<file path="src/rtl/axi_pkg.sv">
// Shared AXI definitions for the SRAM bridges: burst encodings, response
// codes and the write-bridge FSM state type.
package axi_pkg;

    typedef enum logic [1:0] {
        AXI_BURST_FIXED = 2'b00,
        AXI_BURST_INCR  = 2'b01,
        AXI_BURST_WRAP  = 2'b10
    } axi_burst_e;

    localparam logic AXI_RESP_OKAY = 1'b0;
    localparam logic AXI_RESP_ERR  = 1'b1;

    typedef enum logic [1:0] {
        ST_IDLE = 2'b00,
        ST_DATA = 2'b01,
        ST_RESP = 2'b10
    } wr_state_e;

    // WRAP and the reserved encoding are both "not FIXED, not INCR".
    function automatic logic burst_is_wrap_or_rsvd(input logic [1:0] burst);
        return (burst == AXI_BURST_WRAP) || (burst == 2'b11);
    endfunction

endpackage

</file>
<file path="src/rtl/axi_wr_sram_bridge_if.sv">
// AXI write-path signal bundle (AW, W, B channels) used between a write
// master and the SRAM bridge.
interface axi_wr_sram_bridge_if #(
    parameter int ID_WIDTH   = 8,
    parameter int ADDR_WIDTH = 16,
    parameter int DATA_WIDTH = 64,
    parameter int STRB_WIDTH = 8
);
    logic [ID_WIDTH-1:0]   awid;
    logic [ADDR_WIDTH-1:0] awaddr;
    logic [7:0]            awlen;
    logic [2:0]            awsize;
    logic [1:0]            awburst;
    logic                  awlock;
    logic [3:0]            awcache;
    logic [2:0]            awprot;
    logic                  awvalid;
    logic                  awready;

    logic [DATA_WIDTH-1:0] wdata;
    logic [STRB_WIDTH-1:0] wstrb;
    logic                  wlast;
    logic                  wvalid;
    logic                  wready;

    logic [ID_WIDTH-1:0]   bid;
    logic                  bresp;
    logic                  bvalid;
    logic                  bready;

    modport master (
        output awid, awaddr, awlen, awsize, awburst, awlock, awcache, awprot, awvalid,
        input  awready,
        output wdata, wstrb, wlast, wvalid,
        input  wready,
        input  bid, bresp, bvalid,
        output bready
    );

    modport slave (
        input  awid, awaddr, awlen, awsize, awburst, awlock, awcache, awprot, awvalid,
        output awready,
        input  wdata, wstrb, wlast, wvalid,
        output wready,
        output bid, bresp, bvalid,
        input  bready
    );
endinterface

</file>
<file path="src/rtl/axi_burst_addr_gen.sv">
// Burst address generator: latches the burst base address, size and type,
// then steps the byte address once per accepted beat. Shared with the
// read-side bridge, so it knows nothing about the write channel.
module axi_burst_addr_gen
    import axi_pkg::*;
#(
    parameter int ADDR_WIDTH = 16
) (
    input  logic                  clk,
    input  logic                  rst,
    input  logic                  load,
    input  logic [ADDR_WIDTH-1:0] base_addr,
    input  logic [2:0]            size,
    input  logic [1:0]            burst,
    input  logic                  advance,
    output logic [ADDR_WIDTH-1:0] cur_addr
);

    logic [ADDR_WIDTH-1:0] addr_q;
    logic [2:0]            size_q;
    logic [1:0]            burst_q;
    logic [ADDR_WIDTH-1:0] step;

    // FIXED bursts never move; INCR, WRAP and reserved all step linearly.
    always_comb begin
        step = '0;
        if (burst_q != AXI_BURST_FIXED) begin
            step = ADDR_WIDTH'(1) << size_q;
        end
    end

    // Load on the AW handshake, advance on every beat; wraps mod 2^ADDR_WIDTH.
    always_ff @(posedge clk) begin
        if (rst) begin
            addr_q  <= '0;
            size_q  <= '0;
            burst_q <= '0;
        end else if (load) begin
            addr_q  <= base_addr;
            size_q  <= size;
            burst_q <= burst;
        end else if (advance) begin
            addr_q  <= addr_q + step;
        end
    end

    assign cur_addr = addr_q;

endmodule

</file>
<file path="src/rtl/axi_wr_sram_bridge.sv">
// AXI write receiver in front of a single-port SRAM. Accepts one burst at a
// time, writes each beat to the SRAM one cycle after its handshake, and
// returns a single B response per burst.
// Optional build macro AXI_WR_SRAM_ERR_CHECK_EN enables burst error checks
// (bad burst type/size, out-of-range word address, wlast mismatch).
//
// state   | meaning
// --------+----------------------------------------------------------
// ST_IDLE | awready high, waiting for an AW handshake
// ST_DATA | wready high, accepting beats until beat_cnt == awlen
// ST_RESP | bvalid high with latched bid/bresp, waiting for bready
module axi_wr_sram_bridge
    import axi_pkg::*;
#(
    parameter int ID_WIDTH   = 8,
    parameter int ADDR_WIDTH = 16,
    parameter int DATA_WIDTH = 64,
    parameter int STRB_WIDTH = 8,
    parameter int MEM_DEPTH  = 4096
) (
    input  logic                         clk,
    input  logic                         rst,
    axi_wr_sram_bridge_if.slave          axi,
    output logic                         mem_we,
    output logic [$clog2(MEM_DEPTH)-1:0] mem_addr,
    output logic [DATA_WIDTH-1:0]        mem_wdata,
    output logic [STRB_WIDTH-1:0]        mem_wstrb
);

    localparam int MEM_AW = $clog2(MEM_DEPTH);
    localparam int OFF    = $clog2(STRB_WIDTH);

    wr_state_e             state_q, state_d;
    logic                  aw_ready, w_ready, b_valid;
    logic                  aw_hs, w_hs;
    logic [ID_WIDTH-1:0]   id_q;
    logic [7:0]            len_q;
    logic [7:0]            beat_cnt;
    logic                  last_beat;
    logic [ID_WIDTH-1:0]   bid_q;
    logic                  bresp_q;
    logic [ADDR_WIDTH-1:0] cur_addr;
    logic [ADDR_WIDTH-1:0] word_full;
    logic                  aw_err;
    logic                  err_q;
    logic                  err_now;

    // Sideband fields that the bridge deliberately does not act on.
    logic unused_sideband;
    assign unused_sideband = ^{axi.awlock, axi.awcache, axi.awprot, axi.wlast};

    assign aw_hs     = axi.awvalid && aw_ready;
    assign w_hs      = axi.wvalid && w_ready;
    assign last_beat = (beat_cnt == len_q);
    assign word_full = cur_addr >> OFF;

    axi_burst_addr_gen #(
        .ADDR_WIDTH (ADDR_WIDTH)
    ) u_addr_gen (
        .clk       (clk),
        .rst       (rst),
        .load      (aw_hs),
        .base_addr (axi.awaddr),
        .size      (axi.awsize),
        .burst     (axi.awburst),
        .advance   (w_hs),
        .cur_addr  (cur_addr)
    );

`ifdef AXI_WR_SRAM_ERR_CHECK_EN
    localparam logic [2:0]            SIZE_MAX  = 3'(OFF);
    localparam logic [ADDR_WIDTH:0]   DEPTH_EXT = (ADDR_WIDTH+1)'(MEM_DEPTH);

    logic beat_err;

    // Burst-level errors are known at AW time; beat-level ones per handshake.
    always_comb begin
        aw_err   = burst_is_wrap_or_rsvd(axi.awburst) || (axi.awsize > SIZE_MAX);
        beat_err = ({1'b0, word_full} >= DEPTH_EXT) || (axi.wlast != last_beat);
        err_now  = err_q || beat_err;
    end
`else
    // Without checks every burst is OKAY and every beat is written.
    always_comb begin
        aw_err  = 1'b0;
        err_now = err_q;
    end
`endif

    // FSM state register.
    always_ff @(posedge clk) begin
        if (rst) begin
            state_q <= ST_IDLE;
        end else begin
            state_q <= state_d;
        end
    end

    // FSM next-state and channel ready/valid decode.
    always_comb begin
        state_d  = state_q;
        aw_ready = 1'b0;
        w_ready  = 1'b0;
        b_valid  = 1'b0;
        case (state_q)
            ST_IDLE: begin
                aw_ready = 1'b1;
                if (axi.awvalid) begin
                    state_d = ST_DATA;
                end
            end
            ST_DATA: begin
                w_ready = 1'b1;
                if (axi.wvalid && last_beat) begin
                    state_d = ST_RESP;
                end
            end
            ST_RESP: begin
                b_valid = 1'b1;
                if (axi.bready) begin
                    state_d = ST_IDLE;
                end
            end
            default: state_d = ST_IDLE;
        endcase
    end

    // Burst bookkeeping and the registered SRAM write port.
    always_ff @(posedge clk) begin
        if (rst) begin
            id_q      <= '0;
            len_q     <= '0;
            beat_cnt  <= '0;
            err_q     <= 1'b0;
            bid_q     <= '0;
            bresp_q   <= AXI_RESP_OKAY;
            mem_we    <= 1'b0;
            mem_addr  <= '0;
            mem_wdata <= '0;
            mem_wstrb <= '0;
        end else begin
            mem_we <= 1'b0;
            if (aw_hs) begin
                id_q     <= axi.awid;
                len_q    <= axi.awlen;
                beat_cnt <= '0;
                err_q    <= aw_err;
            end
            if (w_hs) begin
                // Once a burst has errored, this and every later beat is dropped.
                mem_we    <= !err_now;
                mem_addr  <= MEM_AW'(word_full);
                mem_wdata <= axi.wdata;
                mem_wstrb <= axi.wstrb;
                beat_cnt  <= beat_cnt + 8'd1;
                err_q     <= err_now;
                if (last_beat) begin
                    bid_q   <= id_q;
                    bresp_q <= err_now ? AXI_RESP_ERR : AXI_RESP_OKAY;
                end
            end
        end
    end

    assign axi.awready = aw_ready;
    assign axi.wready  = w_ready;
    assign axi.bvalid  = b_valid;
    assign axi.bid     = bid_q;
    assign axi.bresp   = bresp_q;

endmodule
</file>
<file path="src/flat_wrapper.sv">
// flat-port wrapper written by rule: the top's interface ports become plain ports
module axi_wr_sram_bridge_flat import axi_pkg::*;
#(
    parameter int ID_WIDTH   = 8,
    parameter int ADDR_WIDTH = 16,
    parameter int DATA_WIDTH = 64,
    parameter int STRB_WIDTH = 8,
    parameter int MEM_DEPTH  = 4096
)
  (clk, rst, mem_we, mem_addr, mem_wdata, mem_wstrb, axi_awid, axi_awaddr, axi_awlen, axi_awsize, axi_awburst, axi_awlock, axi_awcache, axi_awprot, axi_awvalid, axi_awready, axi_wdata, axi_wstrb, axi_wlast, axi_wvalid, axi_wready, axi_bid, axi_bresp, axi_bvalid, axi_bready);
  axi_wr_sram_bridge_if #(.ID_WIDTH(ID_WIDTH), .ADDR_WIDTH(ADDR_WIDTH), .DATA_WIDTH(DATA_WIDTH), .STRB_WIDTH(STRB_WIDTH)) axi_i ();
  input  logic clk;
  input  logic rst;
  output logic mem_we;
  output logic [$clog2(MEM_DEPTH)-1:0] mem_addr;
  output logic [DATA_WIDTH-1:0] mem_wdata;
  output logic [STRB_WIDTH-1:0] mem_wstrb;
  input wire logic [$bits(axi_i.awid)-1:0] axi_awid;
  input wire logic [$bits(axi_i.awaddr)-1:0] axi_awaddr;
  input wire logic [$bits(axi_i.awlen)-1:0] axi_awlen;
  input wire logic [$bits(axi_i.awsize)-1:0] axi_awsize;
  input wire logic [$bits(axi_i.awburst)-1:0] axi_awburst;
  input wire logic [$bits(axi_i.awlock)-1:0] axi_awlock;
  input wire logic [$bits(axi_i.awcache)-1:0] axi_awcache;
  input wire logic [$bits(axi_i.awprot)-1:0] axi_awprot;
  input wire logic [$bits(axi_i.awvalid)-1:0] axi_awvalid;
  output wire logic [$bits(axi_i.awready)-1:0] axi_awready;
  input wire logic [$bits(axi_i.wdata)-1:0] axi_wdata;
  input wire logic [$bits(axi_i.wstrb)-1:0] axi_wstrb;
  input wire logic [$bits(axi_i.wlast)-1:0] axi_wlast;
  input wire logic [$bits(axi_i.wvalid)-1:0] axi_wvalid;
  output wire logic [$bits(axi_i.wready)-1:0] axi_wready;
  output wire logic [$bits(axi_i.bid)-1:0] axi_bid;
  output wire logic [$bits(axi_i.bresp)-1:0] axi_bresp;
  output wire logic [$bits(axi_i.bvalid)-1:0] axi_bvalid;
  input wire logic [$bits(axi_i.bready)-1:0] axi_bready;
  assign axi_i.awid = axi_awid;
  assign axi_i.awaddr = axi_awaddr;
  assign axi_i.awlen = axi_awlen;
  assign axi_i.awsize = axi_awsize;
  assign axi_i.awburst = axi_awburst;
  assign axi_i.awlock = axi_awlock;
  assign axi_i.awcache = axi_awcache;
  assign axi_i.awprot = axi_awprot;
  assign axi_i.awvalid = axi_awvalid;
  assign axi_awready = axi_i.awready;
  assign axi_i.wdata = axi_wdata;
  assign axi_i.wstrb = axi_wstrb;
  assign axi_i.wlast = axi_wlast;
  assign axi_i.wvalid = axi_wvalid;
  assign axi_wready = axi_i.wready;
  assign axi_bid = axi_i.bid;
  assign axi_bresp = axi_i.bresp;
  assign axi_bvalid = axi_i.bvalid;
  assign axi_i.bready = axi_bready;
  axi_wr_sram_bridge #(.ID_WIDTH(ID_WIDTH), .ADDR_WIDTH(ADDR_WIDTH), .DATA_WIDTH(DATA_WIDTH), .STRB_WIDTH(STRB_WIDTH), .MEM_DEPTH(MEM_DEPTH)) u_core (.clk(clk), .rst(rst), .axi(axi_i), .mem_we(mem_we), .mem_addr(mem_addr), .mem_wdata(mem_wdata), .mem_wstrb(mem_wstrb));
endmodule
</file>
<file path="config.mk">
export PLATFORM = sky130hd
export DESIGN_NAME = axi_wr_sram_bridge_flat
export DESIGN_NICKNAME = d
export VERILOG_FILES = /design/src/rtl/axi_pkg.sv /design/src/rtl/axi_wr_sram_bridge_if.sv /design/src/rtl/axi_burst_addr_gen.sv /design/src/rtl/axi_wr_sram_bridge.sv /design/src/flat_wrapper.sv
export SDC_FILE = /design/constraint.sdc
export NUM_CORES = 1
export LEC_CHECK = 0
export CELL_PAD_IN_SITES_DETAIL_PLACEMENT = 1
export CELL_PAD_IN_SITES_GLOBAL_PLACEMENT = 1
export CORE_MARGIN = 2
export CORE_UTILIZATION = 33
export DETAILED_ROUTE_END_ITERATION = 10
export MAX_ROUTING_LAYER = met4
export PLACE_DENSITY = 0.85
export SLEW_MARGIN = 20
export SYNTH_ARGS = -nofsm -noshare
export SYNTH_HDL_FRONTEND = slang
export SYNTH_SLANG_ARGS = --single-unit
</file>
<file path="constraint.sdc">
create_clock -name clk -period 5.7 [get_ports clk]
set_clock_uncertainty 0.15 [all_clocks]
set_input_delay 0.855 -clock clk [delete_from_list [all_inputs] [get_ports clk]]
set_output_delay 0.855 -clock clk [all_outputs]
set_load 0.1 [all_outputs]
</file>
==> key figures <==
Floorplan
  – CORE AREA: around 17,000 um2
  – Initial core utilization: 33.5%
  – # IOs: between 200 and 250
  – Die H: ~130 um
  – Row count: 47
  – Die Wd: about 130 um
  – DIE AREA: 17,800 um2

Global routing
  – Overflow after GRT: 0
  – Largest net degree at the start of global routing: 71
  – Grt peak-use layer: met2
  – GRT Total Usage: roughly a fifth
  – Global routing usage on met1: a little under a quarter
  – Initial antenna violation count: 0
  – Vias in the first global route: ~5.7k
  – Global-route wire length before repair: ~28 mm
  – Met3 GRT Util: approximately 6%
  – Met2 Track Usage GR: around a third

STA
  – Worst Max-Slew Pin Slew: between 1 and 1.5 ns
  – Final min period: approximately 3.2 ns
  – Post-route setup TNS: 0 ns
  – Final worst setup slack: around 2.5 ns
  – RSZ-0062 raised after global routing: no
  – Fin. max-slew vios: 0
  – Final setup vio count: 0
  – Final Cycle Share: around 56%
  – Highest Clock Rate: a little over 0.3 GHz
  – Max_slew headroom: between 30% and 40%
  – Number of hold violations in the final report: 0

Synthesis
  – Yosys warning count: 0
  – Synth Area in Adders: under 10%
  – Post-synthesis cell type count: 53
  – Net Count, Synth: roughly 830
  – Post-synthesis simple-gate area fraction: a little under a quarter
  – Register area share after synthesis: 50.2%
  – Multiplexer share of the synthesized area: 1.45%
  – Synth Area in Compound Gates: 17.2%
  – Largest family of logic cells by synthesized area: simple AND/OR/NAND/NOR gates
  – Synth Register Bits: roughly 140
  – Syn Inst Count: slightly below 700
  – Cell area after synthesis: approximately 5500 um2
  – Synthesized-area fraction occupied by xor and xnor cells: around 1.9%
  – Synth Area per Inst: 7.97 um2

CTS
  – CTS tree: built
  – CTS hold repair buffers: 0
  – Max clock buf depth: 2
  – Clock H-tree levels: 4
  – Post-CTS setup repair buffer count: 0
  – CTS Root Cell: clkbuf_16
  – TritonCTS buffer count: 17
  – CTS clk-pin slew, worst paths: about 0.06 ns
  – Sinks on the clock net: 139
  – Resized cells post-CTS: 0
  – Insertion delay to the later sink of the worst-skew pair: roughly 0.43 ns

Critical path
  – Data required time of the critical path: between 4 and 5 ns
  – Critical path class: reg -> out
  – Buf/Inv on CP: 2
  – Worst Path Arrival: between 2 and 2.5 ns
  – CP endpoint kind: output pin
  – Delay of the slowest critical-path stage: ~1.2 ns
  – Crit-path slowest cell: clkdlybuf4s50_1
  – Crit-path cells: nand2b_1 -> inv_1 -> clkdlybuf4s50_1
  – Crit-path leading delay family: buffers and inverters
  – Type of origin of the critical path: flip-flop
  – Crit-path max FO: 7

Final layout
  – Fin nets: 1,016
  – Layout cells sized above 1: 5.25%
  – Footprint of the multi-input gates: 2540 um2
  – Ant. Diodes: 0
  – Layout area overhead: 50.5%
  – Filler Cell Count: around 1.9k
  – FF/Latch Area: about 2800 um2
  – Layout Utilization: 50.5%

Drt
  – DRC viols: 0
  – Drt pass-1 iters: 4
  – Detail Route Antenna Nets: 0
  – WL/cell: about 16 um
  – Final WL: roughly 18 mm
  – Via count: roughly 5.5k
  – DR vias/cell: roughly 4.9
  – Starting DRT DRC Count: 212

Run
  – Max-cap violations: 0

Placement
  – Pre-CTS WS: ~2.3 ns
  – GP Congestion: between 0.7 and 0.8
  – Detailed Place HPWL: between 10 and 15 mm
  – Port Buf Inserts: ~210

Power
  – Clock network fraction of total power: 40.8%
  – Power consumption: between 2 and 3 mW
  – Sw frac: just over 30%
  – Combinational power share: approximately a fifth
  – Maximum VDD drop: 214 uV
  – Sw Pwr: between 0.8 and 0.9 mW
  – Static Leakage: around 3 nW
  – Pint: approximately 1.8 mW
  – PwrDens: 319 nW/um2
  – Seq pwr share: ~40%

Hold path
  – Hold Crit Class: reg -> reg

Run status
  – Status: completed
## cell usage after synthesis (all sizes together)
cell type | instances | share of area, %
o22ai | 2 | 0.23
xnor2 | 9 | 1.4
and3 | 4 | 0.45
or2 | 2 | 0.23
or4 | 1 | 0.14
nor2 | 31 | 2.1
a22oi | 2 | 0.27
nand4 | 4 | 0.45
nand3 | 6 | 0.54
mux2i | 8 | 1.4
fa | 1 | 0.36
o31ai | 3 | 0.41
o41ai | 1 | 0.16
or3 | 4 | 0.47
a211oi | 5 | 0.68
nor3 | 5 | 0.45
clkbuf | 28 | 1.9
and3b | 1 | 0.16
and2 | 1 | 0.11
o211ai | 4 | 0.63
a41oi | 1 | 0.29
a21o | 1 | 0.14
o31a | 2 | 0.34
xor2 | 3 | 0.47
nand4b | 1 | 0.16
o211a | 2 | 0.36
o21bai | 1 | 0.14
dfxtp | 139 | 50
nand2 | 230 | 16
nor2b | 4 | 0.45
nor4 | 1 | 0.11
conb | 1 | 0.068
inv | 8 | 0.54
a2111oi | 1 | 0.16
a21oi | 119 | 11
nand3b | 3 | 0.41
a31oi | 3 | 0.34
ha | 9 | 2.0
o2111ai | 1 | 0.16
nand2b | 4 | 0.45
o21ai | 13 | 1.2
nor4b | 1 | 0.16
a311oi | 6 | 0.95
buf | 18 | 1.7
and4 | 1 | 0.16
## logic make-up after synthesis
| kind of cell | after synthesis |
|---|---|
| xor gates and xnor gates | 12 |
| DFF | 139 |
| muxes | 8 |
| and+or+nand+nor | 304 |
| AOI/OAI and AO/OA | 167 |
| adders and majority gates | 10 |
| other | 1 |
| buffers and inverters | 54 |
## final cells by class
type / instances / area share, %
clock buffers: 23 / 5.97
flip-flops and latches: 139 / 33.4
clock inverters: 8 / 0.990
inverters: 8 / 0.360
repair buffers: 215 / 25.6
multi-input cells: 502 / 30.4
well taps: 220 / 3.30
## flip-flops by register name, summed over array words and instances (netlist names)
register	cells
u_core.u_addr_gen.burst_q	2
u_core.mem_wdata	64
u_core.len_q	8
u_core.beat_cnt	8
u_core.mem_wstrb	8
u_core.id_q	8
u_core.mem_addr	12
u_core.u_addr_gen.size_q	3
u_core.axi.bid	8
u_core.state_q	2
u_core.u_addr_gen.cur_addr	15
u_core.mem_we	1
## final timing paths
path / start / endpoint / slack [ns] / depth (start not counted)
min: u_core.mem_wdata[31]$_SDFFE_PP0P_ / u_core.mem_wdata[31]$_SDFFE_PP0P_ / 0.30 / 2
max reg2reg: u_core.u_addr_gen.size_q[2]$_SDFFE_PP0P_ / u_core.u_addr_gen.cur_addr[14]$_SDFFE_PP0P_ / 2.76 / 10
max: u_core.state_q[0]$_SDFFE_PP0P_ / axi_wready / 2.49 / 3
min reg2reg: u_core.mem_wdata[31]$_SDFFE_PP0P_ / u_core.mem_wdata[31]$_SDFFE_PP0P_ / 0.30 / 2
## metrics by stage
step,cell area (um2),std cells,hold WS (ns)
floorplan,5540,695,0.286
global placement,7760,1084,0.291
detailed placement,7760,1084,0.298
CTS,8340,1115,0.305
global route,8340,1115,0.318
finish,8340,1115,0.302
## layer usage
metal / share of wire (%) / up-vias / wire length, um
li1: - / 2700 / -
met1: 44 / 2580 / 7650
met2: 48 / 157 / 8450
met3: 5.8 / 31 / 1010
met4: 2.4 / 0 / 419
met5: 0 / - / 0
## tightest hold or removal path, delay by kind of cell, from the launching register on
kind,cells,cell delay (ns)
AOI/OAI and AO/OA,1,0.05
DFF,1,0.30
and+or+nand+nor,1,0.05
## power by group through the flow
stage / clock network, mW / logic (mW) / registers [mW]
after floorplan: 0 / 0.157 / 1.26
after global placement: 0 / 0.519 / 1.07
after detailed placement: 0 / 0.526 / 1.07
after CTS: 1.11 / 0.529 / 1.05
after global routing: 1.16 / 0.557 / 1.06
final: 1.08 / 0.523 / 1.05
## cell usage in the layout, fill, tap and decap left out, types with 3 or more instances in the layout
cell type	n
a311oi_1	6
nand3b_1	3
a211oi_1	5
clkbuf_16	17
a21oi_1	119
nor2_1	31
or3_1	3
mux2i_1	8
o31ai_1	3
o21ai_0	11
nor3_1	5
inv_1	8
nand4_1	4
dfxtp_1	139
clkinvlp_4	4
nand2_1	230
buf_4	8
xnor2_1	9
nor2b_1	4
ha_1	9
nand3_1	6
and3_1	4
a31oi_1	3
nand2b_1	4
clkdlybuf4s50_1	207
o211ai_1	3
clkbuf_8	5
xor2_1	3
No activity file was read; power rests on OpenSTA's default activity.
==> RTL edit 1 (same flow settings) <==
Add a define of `AXI_WR_SRAM_ERR_CHECK_EN`.
--- a/src/rtl/axi_wr_sram_bridge.sv
+++ b/src/rtl/axi_wr_sram_bridge.sv
@@ -9,6 +9,8 @@
 // ST_IDLE | awready high, waiting for an AW handshake
 // ST_DATA | wready high, accepting beats until beat_cnt == awlen
 // ST_RESP | bvalid high with latched bid/bresp, waiting for bready
+`define AXI_WR_SRAM_ERR_CHECK_EN
+
 module axi_wr_sram_bridge
     import axi_pkg::*;
 #(
Formal check against the unedited RTL: not equivalent (Yosys sat finds a counterexample within 4 cycles, from zero or initial values and one cycle with rst high).
==> RTL edit 1 against the original RTL <==
- wire length grew 4.5%
- synthesized cell count grew 4.0%
- highest routed layer unchanged
- critical path type unchanged
- non-clock buffer count grew 2
- area after synthesis grew 3.4%
- sequential cell count grew 3
- final area grew 3.0%
- utilization shrank 0.26 points
- setup slack lost 0.052 ns
- global-route usage shrank 0.43 points
- total power grew 5.1%
- first-iteration DRC count is the same
==> RTL edit 1: results (changes against the original RTL) <==
<table>
<tr><th>Metric</th><th>Value</th></tr>
<tr><th colspan="2">Yosys</th></tr>
<tr><td>Synth top area cells</td><td>dfxtp_1 50%, nand2_1 15%, a21oi_1 11%</td></tr>
<tr><td>Leading cell types by count after synthesis</td><td>231 x nand2_1, 142 x dfxtp_1, 124 x a21oi_1</td></tr>
<tr><td>XOR/XNOR Fraction of Synth Area</td><td>2.29% (+0.40 points)</td></tr>
<tr><td>Fraction of the yosys area taken by sequential cells</td><td>49.6% (-0.61 points)</td></tr>
<tr><td>Net count after synthesis</td><td>856 (+3.4%)</td></tr>
<tr><td>Fraction of synthesized area in multiplexers</td><td>1.77% (+0.32 points)</td></tr>
<tr><td>Synth Instances</td><td>723 (+4.0%)</td></tr>
<tr><td>Most used DFF post-synth</td><td>dfxtp_1</td></tr>
<tr><td>Post-synthesis compound-gate area fraction</td><td>17.5% (+0.26 points)</td></tr>
<tr><td>Arithmetic-cell share of the synthesized area counting full adders, half adders and majority gates</td><td>2.31% (-0.079 points)</td></tr>
<tr><th colspan="2">Worst setup path</th></tr>
<tr><td>RR Endpoint</td><td>u_core.u_addr_gen.cur_addr[12]</td></tr>
<tr><td>Largest fanout on the critical path</td><td>5 (-2)</td></tr>
<tr><td>Register-to-register setup slack</td><td>2.97 ns (+0.21 ns)</td></tr>
<tr><td>Stage delay of the slowest cell on the critical path</td><td>1.22 ns (+0.07 ns)</td></tr>
<tr><td>Worst reg2reg path depth</td><td>11 (+1)</td></tr>
<tr><th colspan="2">Place</th></tr>
<tr><td>Port bufs</td><td>211 (+1.4%)</td></tr>
<tr><td>Inst Count DP</td><td>1117 (+3.0%)</td></tr>
<tr><td>Detailed placer's ending HPWL</td><td>12.4 mm (+3.8%)</td></tr>
<tr><th colspan="2">Power and ir drop</th></tr>
<tr><td>Leakage dissipation</td><td>3.12 nW (+4.6%)</td></tr>
<tr><th colspan="2">Layout</th></tr>
<tr><td>Final-stage net count</td><td>1044 (+2.8%)</td></tr>
<tr><td>Fraction of layout instances using a drive strength above 1</td><td>5.09% (-0.16 points)</td></tr>
<tr><th colspan="2">Detailed routing</th></tr>
<tr><td>Vias per Instance</td><td>4.89 (-0.33%)</td></tr>
<tr><td>Total length of routed wires</td><td>18.3 mm (+4.5%)</td></tr>
<tr><th colspan="2">Clock tree</th></tr>
<tr><td>Number of H-tree branching levels</td><td>4 (unchanged)</td></tr>
<tr><th colspan="2">Global routing</th></tr>
<tr><td>Total routing usage reported by global routing</td><td>20.2% (-0.43 points)</td></tr>
<tr><td>First-pass GRT wire length</td><td>28.5 mm (+1.3%)</td></tr>
<tr><td>Maximum number of pins on one net before global-route repair</td><td>86 (+21%)</td></tr>
<tr><th colspan="2">Run status</th></tr>
<tr><td>Status</td><td>completed</td></tr>
<tr><th colspan="2">Timing</th></tr>
<tr><td>Relative slew slack</td><td>29.5% (-0.49 points)</td></tr>
</table>
## RTL edit 1: through the flow
step           cell area [um^2]  worst slack (ns)  hold slack, ns
2_1_floorplan              5730              2.90           0.286
3_3_place_gp               7970              2.39           0.291
3_5_place_dp               7970              2.38           0.296
4_1_cts                    8590              2.41           0.305
5_1_grt                    8590              2.35           0.322
6_report                   8590              2.44           0.304
## RTL edit 1: cells by family (layout without fill, tap and decap cells)
| kind of cell | after synthesis | in the layout |
|---|---|---|
| and+or+nand+nor | 316 | 316 |
| AOI/OAI and AO/OA | 176 | 176 |
| DFF | 142 | 142 |
| buffers and inverters | 54 | 255 |
| xor gates and xnor gates | 15 | 15 |
| adders and majority gates | 10 | 10 |
| muxes | 10 | 10 |
## RTL edit 1: power by group
part           switching (W)  leakage (nW)  total (W)  internal, W
registers          0.0000356          1.16    0.00108      0.00104
logic               0.000361          1.67   0.000537     0.000175
clock network       0.000467         0.301    0.00118     0.000712
## RTL edit 1: metal layers
metal	routed length (um)	global-route usage, %
met3	1190	6.40
met2	8930	33.9
met5	0	-
met1	7890	23.1
met4	312	6.19
## RTL edit 1: cell type report
cell class / count / share of cell area (%)
multi-input combinational: 527 / 31.1
tap: 225 / 3.28
clock inverter: 13 / 2.08
inverter: 6 / 0.262
clock buffer: 19 / 5.16
sequential: 142 / 33.1
timing repair buffer: 217 / 25.1
## RTL edit 1: worst register-to-register path, delay by kind of cell (launching register included)
kind	cells	cell delay [ns]
AND/OR/NAND/NOR	2	0.41
XOR/XNOR	1	0.09
buffers and inverters	1	0.05
flip-flops	1	0.32
adder cells (fa/ha/maj)	2	0.57
AO/OA/AOI/OAI	5	1.05
## RTL edit 1: worst min-delay path by stage
stage | startpoint | to | slack, ns | depth (start not counted)
final | u_core.mem_wdata[55] | u_core.mem_wdata[55] | 0.30 | 2
after global routing | u_core.mem_wdata[24] | u_core.mem_wdata[24] | 0.32 | 2
after CTS | u_core.mem_wdata[55] | u_core.mem_wdata[55] | 0.30 | 2
after detailed placement | u_core.mem_wdata[55] | u_core.mem_wdata[55] | 0.30 | 2
after global placement | u_core.mem_wstrb[7] | u_core.mem_wstrb[7] | 0.29 | 2
after floorplan | u_core.id_q[0] | u_core.id_q[0] | 0.29 | 2
==> RTL edit 2 (same flow settings) <==
Made on the original files. Make the reset (`rst`) asynchronous in 3 clocked blocks.
--- a/src/rtl/axi_burst_addr_gen.sv
+++ b/src/rtl/axi_burst_addr_gen.sv
@@ -30,7 +30,7 @@
     end
 
     // Load on the AW handshake, advance on every beat; wraps mod 2^ADDR_WIDTH.
-    always_ff @(posedge clk) begin
+    always_ff @(posedge clk or posedge rst) begin
         if (rst) begin
             addr_q  <= '0;
             size_q  <= '0;
--- a/src/rtl/axi_wr_sram_bridge.sv
+++ b/src/rtl/axi_wr_sram_bridge.sv
@@ -88,7 +88,7 @@
 `endif
 
     // FSM state register.
-    always_ff @(posedge clk) begin
+    always_ff @(posedge clk or posedge rst) begin
         if (rst) begin
             state_q <= ST_IDLE;
         end else begin
@@ -126,7 +126,7 @@
     end
 
     // Burst bookkeeping and the registered SRAM write port.
-    always_ff @(posedge clk) begin
+    always_ff @(posedge clk or posedge rst) begin
         if (rst) begin
             id_q      <= '0;
             len_q     <= '0;
Behaviour: differs if rst is asserted again (counterexample within 4 cycles, from zero or initial values and one cycle with rst high); with rst held inactive, the same outputs for 4 cycles.
==> RTL edit 2 against the original RTL <==
- final area grew 5.5%
- critical path depth shrank 1
- sequential cell count is the same
- wire length shrank 3.8%
- area after synthesis grew 7.0%
- register-to-register slack gained 0.15 ns
- setup slack lost 0.31 ns
- sequential share of layout area grew 6.2 points
- worst hold slack gained 0.018 ns
- die area grew 6.7%
- first-iteration DRC count shrank 14%
- highest routed layer unchanged
Power is not compared: it rests on default switching activity, and its combinational part moved more than twofold at a synthesized area within 25%.
==> RTL edit 2: results (changes against the original RTL) <==
<table>
<tr><th>Metric</th><th>Value</th></tr>
<tr><th colspan="2">Run status</th></tr>
<tr><td>Status</td><td>completed</td></tr>
<tr><th colspan="2">Detailed routing</th></tr>
<tr><td>Number of vias after detailed routing</td><td>5018 (-8.2%)</td></tr>
<tr><td>Routed wire length per instance</td><td>15.8 um (+0.49%)</td></tr>
<tr><td>Number of design-rule violations left by the first detailed-router iteration</td><td>182 (-14%)</td></tr>
<tr><th colspan="2">Yosys</th></tr>
<tr><td>Share of synthesized registers carrying an async set or reset</td><td>100% (+100 points)</td></tr>
<tr><td>Fraction of the yosys area taken by sequential cells</td><td>58.7% (+8.5 points)</td></tr>
<tr><td>Library cells used by synthesis</td><td>43 (-19%)</td></tr>
<tr><td>Leading cell types by count after synthesis</td><td>274 x nand2_1, 139 x dfrtp_1, 29 x mux2_2, 29 x nor2_1, 21 x a21oi_1</td></tr>
<tr><td>Most used DFF post-synth</td><td>dfrtp_1</td></tr>
<tr><th colspan="2">Worst setup path</th></tr>
<tr><td>Register-to-register setup slack</td><td>2.91 ns (+0.15 ns)</td></tr>
<tr><td>Worst reg2reg path depth</td><td>11 (+1)</td></tr>
<tr><td>Start of the worst register-to-register path</td><td>u_core.u_addr_gen.size_q[1]</td></tr>
<tr><td>Worst setup path start</td><td>u_core.state_q[0]</td></tr>
<tr><td>RR Endpoint</td><td>u_core.u_addr_gen.cur_addr[14]</td></tr>
<tr><td>CP Data Arrival Time</td><td>2.51 ns (+0.31 ns)</td></tr>
<tr><td>Largest fanout on the critical path</td><td>4 (-3)</td></tr>
<tr><td>Critical Path End</td><td>axi_awready</td></tr>
<tr><th colspan="2">Global routing</th></tr>
<tr><td>Maximum number of pins on one net before global-route repair</td><td>103 (+45%)</td></tr>
<tr><td>Total routing usage reported by global routing</td><td>19.1% (-1.6 points)</td></tr>
<tr><td>First-pass GRT wire length</td><td>28.0 mm (-0.32%)</td></tr>
<tr><td>Initial antenna violation count</td><td>2 (+2)</td></tr>
<tr><th colspan="2">Timing</th></tr>
<tr><td>Relative slew slack</td><td>31.1% (+1.1 points)</td></tr>
<tr><td>Final critical delay including setup and external delays</td><td>3.52 ns (+0.309 ns)</td></tr>
<tr><th colspan="2">Min path</th></tr>
<tr><td>Hold path startpoint</td><td>u_core.mem_addr[8]</td></tr>
<tr><td>Min-Delay Endpoint</td><td>u_core.mem_addr[8]</td></tr>
<tr><th colspan="2">Place</th></tr>
<tr><td>Dpl ws</td><td>2.33 ns (-0.0117 ns)</td></tr>
<tr><td>Detailed placer's ending HPWL</td><td>11.7 mm (-1.9%)</td></tr>
<tr><td>Last weighted congestion value of the routability-driven placer</td><td>0.772 (+4.3%)</td></tr>
<tr><th colspan="2">Clock tree</th></tr>
<tr><td>Post-CTS repair timing setup buffer count</td><td>0 (unchanged)</td></tr>
<tr><th colspan="2">Layout</th></tr>
<tr><td>Final-stage net count</td><td>957 (-5.8%)</td></tr>
<tr><td>Fraction of layout instances using a drive strength above 1</td><td>8.85% (+3.6 points)</td></tr>
</table>
-- RTL edit 2: where the power goes --
| group | internal [W] | total, W | switching (W) |
|---|---|---|---|
| Combinational | 0.000847 | 0.00326 | 0.00241 |
| Clock | 0.000634 | 0.00104 | 0.000408 |
| Sequential | 0.00136 | 0.00160 | 0.000244 |
-- RTL edit 2: critical path, stage by stage (launching register included) --
cell and delay [ns]:
dfrtp_1 0.44, nor2_1 0.40, clkdlybuf4s50_1 1.25
-- RTL edit 2: stage by stage --
step / instance area [um^2] / instances / power (W)
global placement: 8220 / 1034 / 0.00481
global route: 8790 / 1067 / 0.00620
finish: 8790 / 1067 / 0.00590
CTS: 8780 / 1065 / 0.00596
floorplan: 5930 / 619 / 0.00406
detailed placement: 8220 / 1034 / 0.00489
-- RTL edit 2: area by class of cell --
| type | instances | area, um^2 |
|---|---|---|
| well taps | 229 | 287 |
| clock buffers | 26 | 529 |
| multi-input cells | 445 | 2310 |
| clock inverters | 5 | 32.5 |
| repair buffers | 213 | 2120 |
| flip-flops and latches | 139 | 3480 |
| inverters | 8 | 36.3 |
| diodes | 2 | 5.00 |
| fillers | 2013 | 8980 |
-- RTL edit 2: kinds of logic after synthesis --
group / Yosys count / share of synthesized area (%)
buf+inv: 35 / 2.51
simple gates: 331 / 22.5
xor+xnor: 21 / 3.10
fa+ha+maj: 10 / 2.24
mux: 30 / 5.68
compound gates: 52 / 5.17
flops: 139 / 58.7
other cells: 1 / 0.0633
-- RTL edit 2: layer usage --
| layer | up-vias | wire length, um | track usage, % |
|---|---|---|---|
| met5 | - | 0 | - |
| met4 | 0 | 376 | 6.66 |
| met3 | 28 | 1010 | 6.30 |
| met2 | 149 | 8320 | 31.8 |
| met1 | 2446 | 7160 | 21.6 |
| li1 | 2395 | - | - |
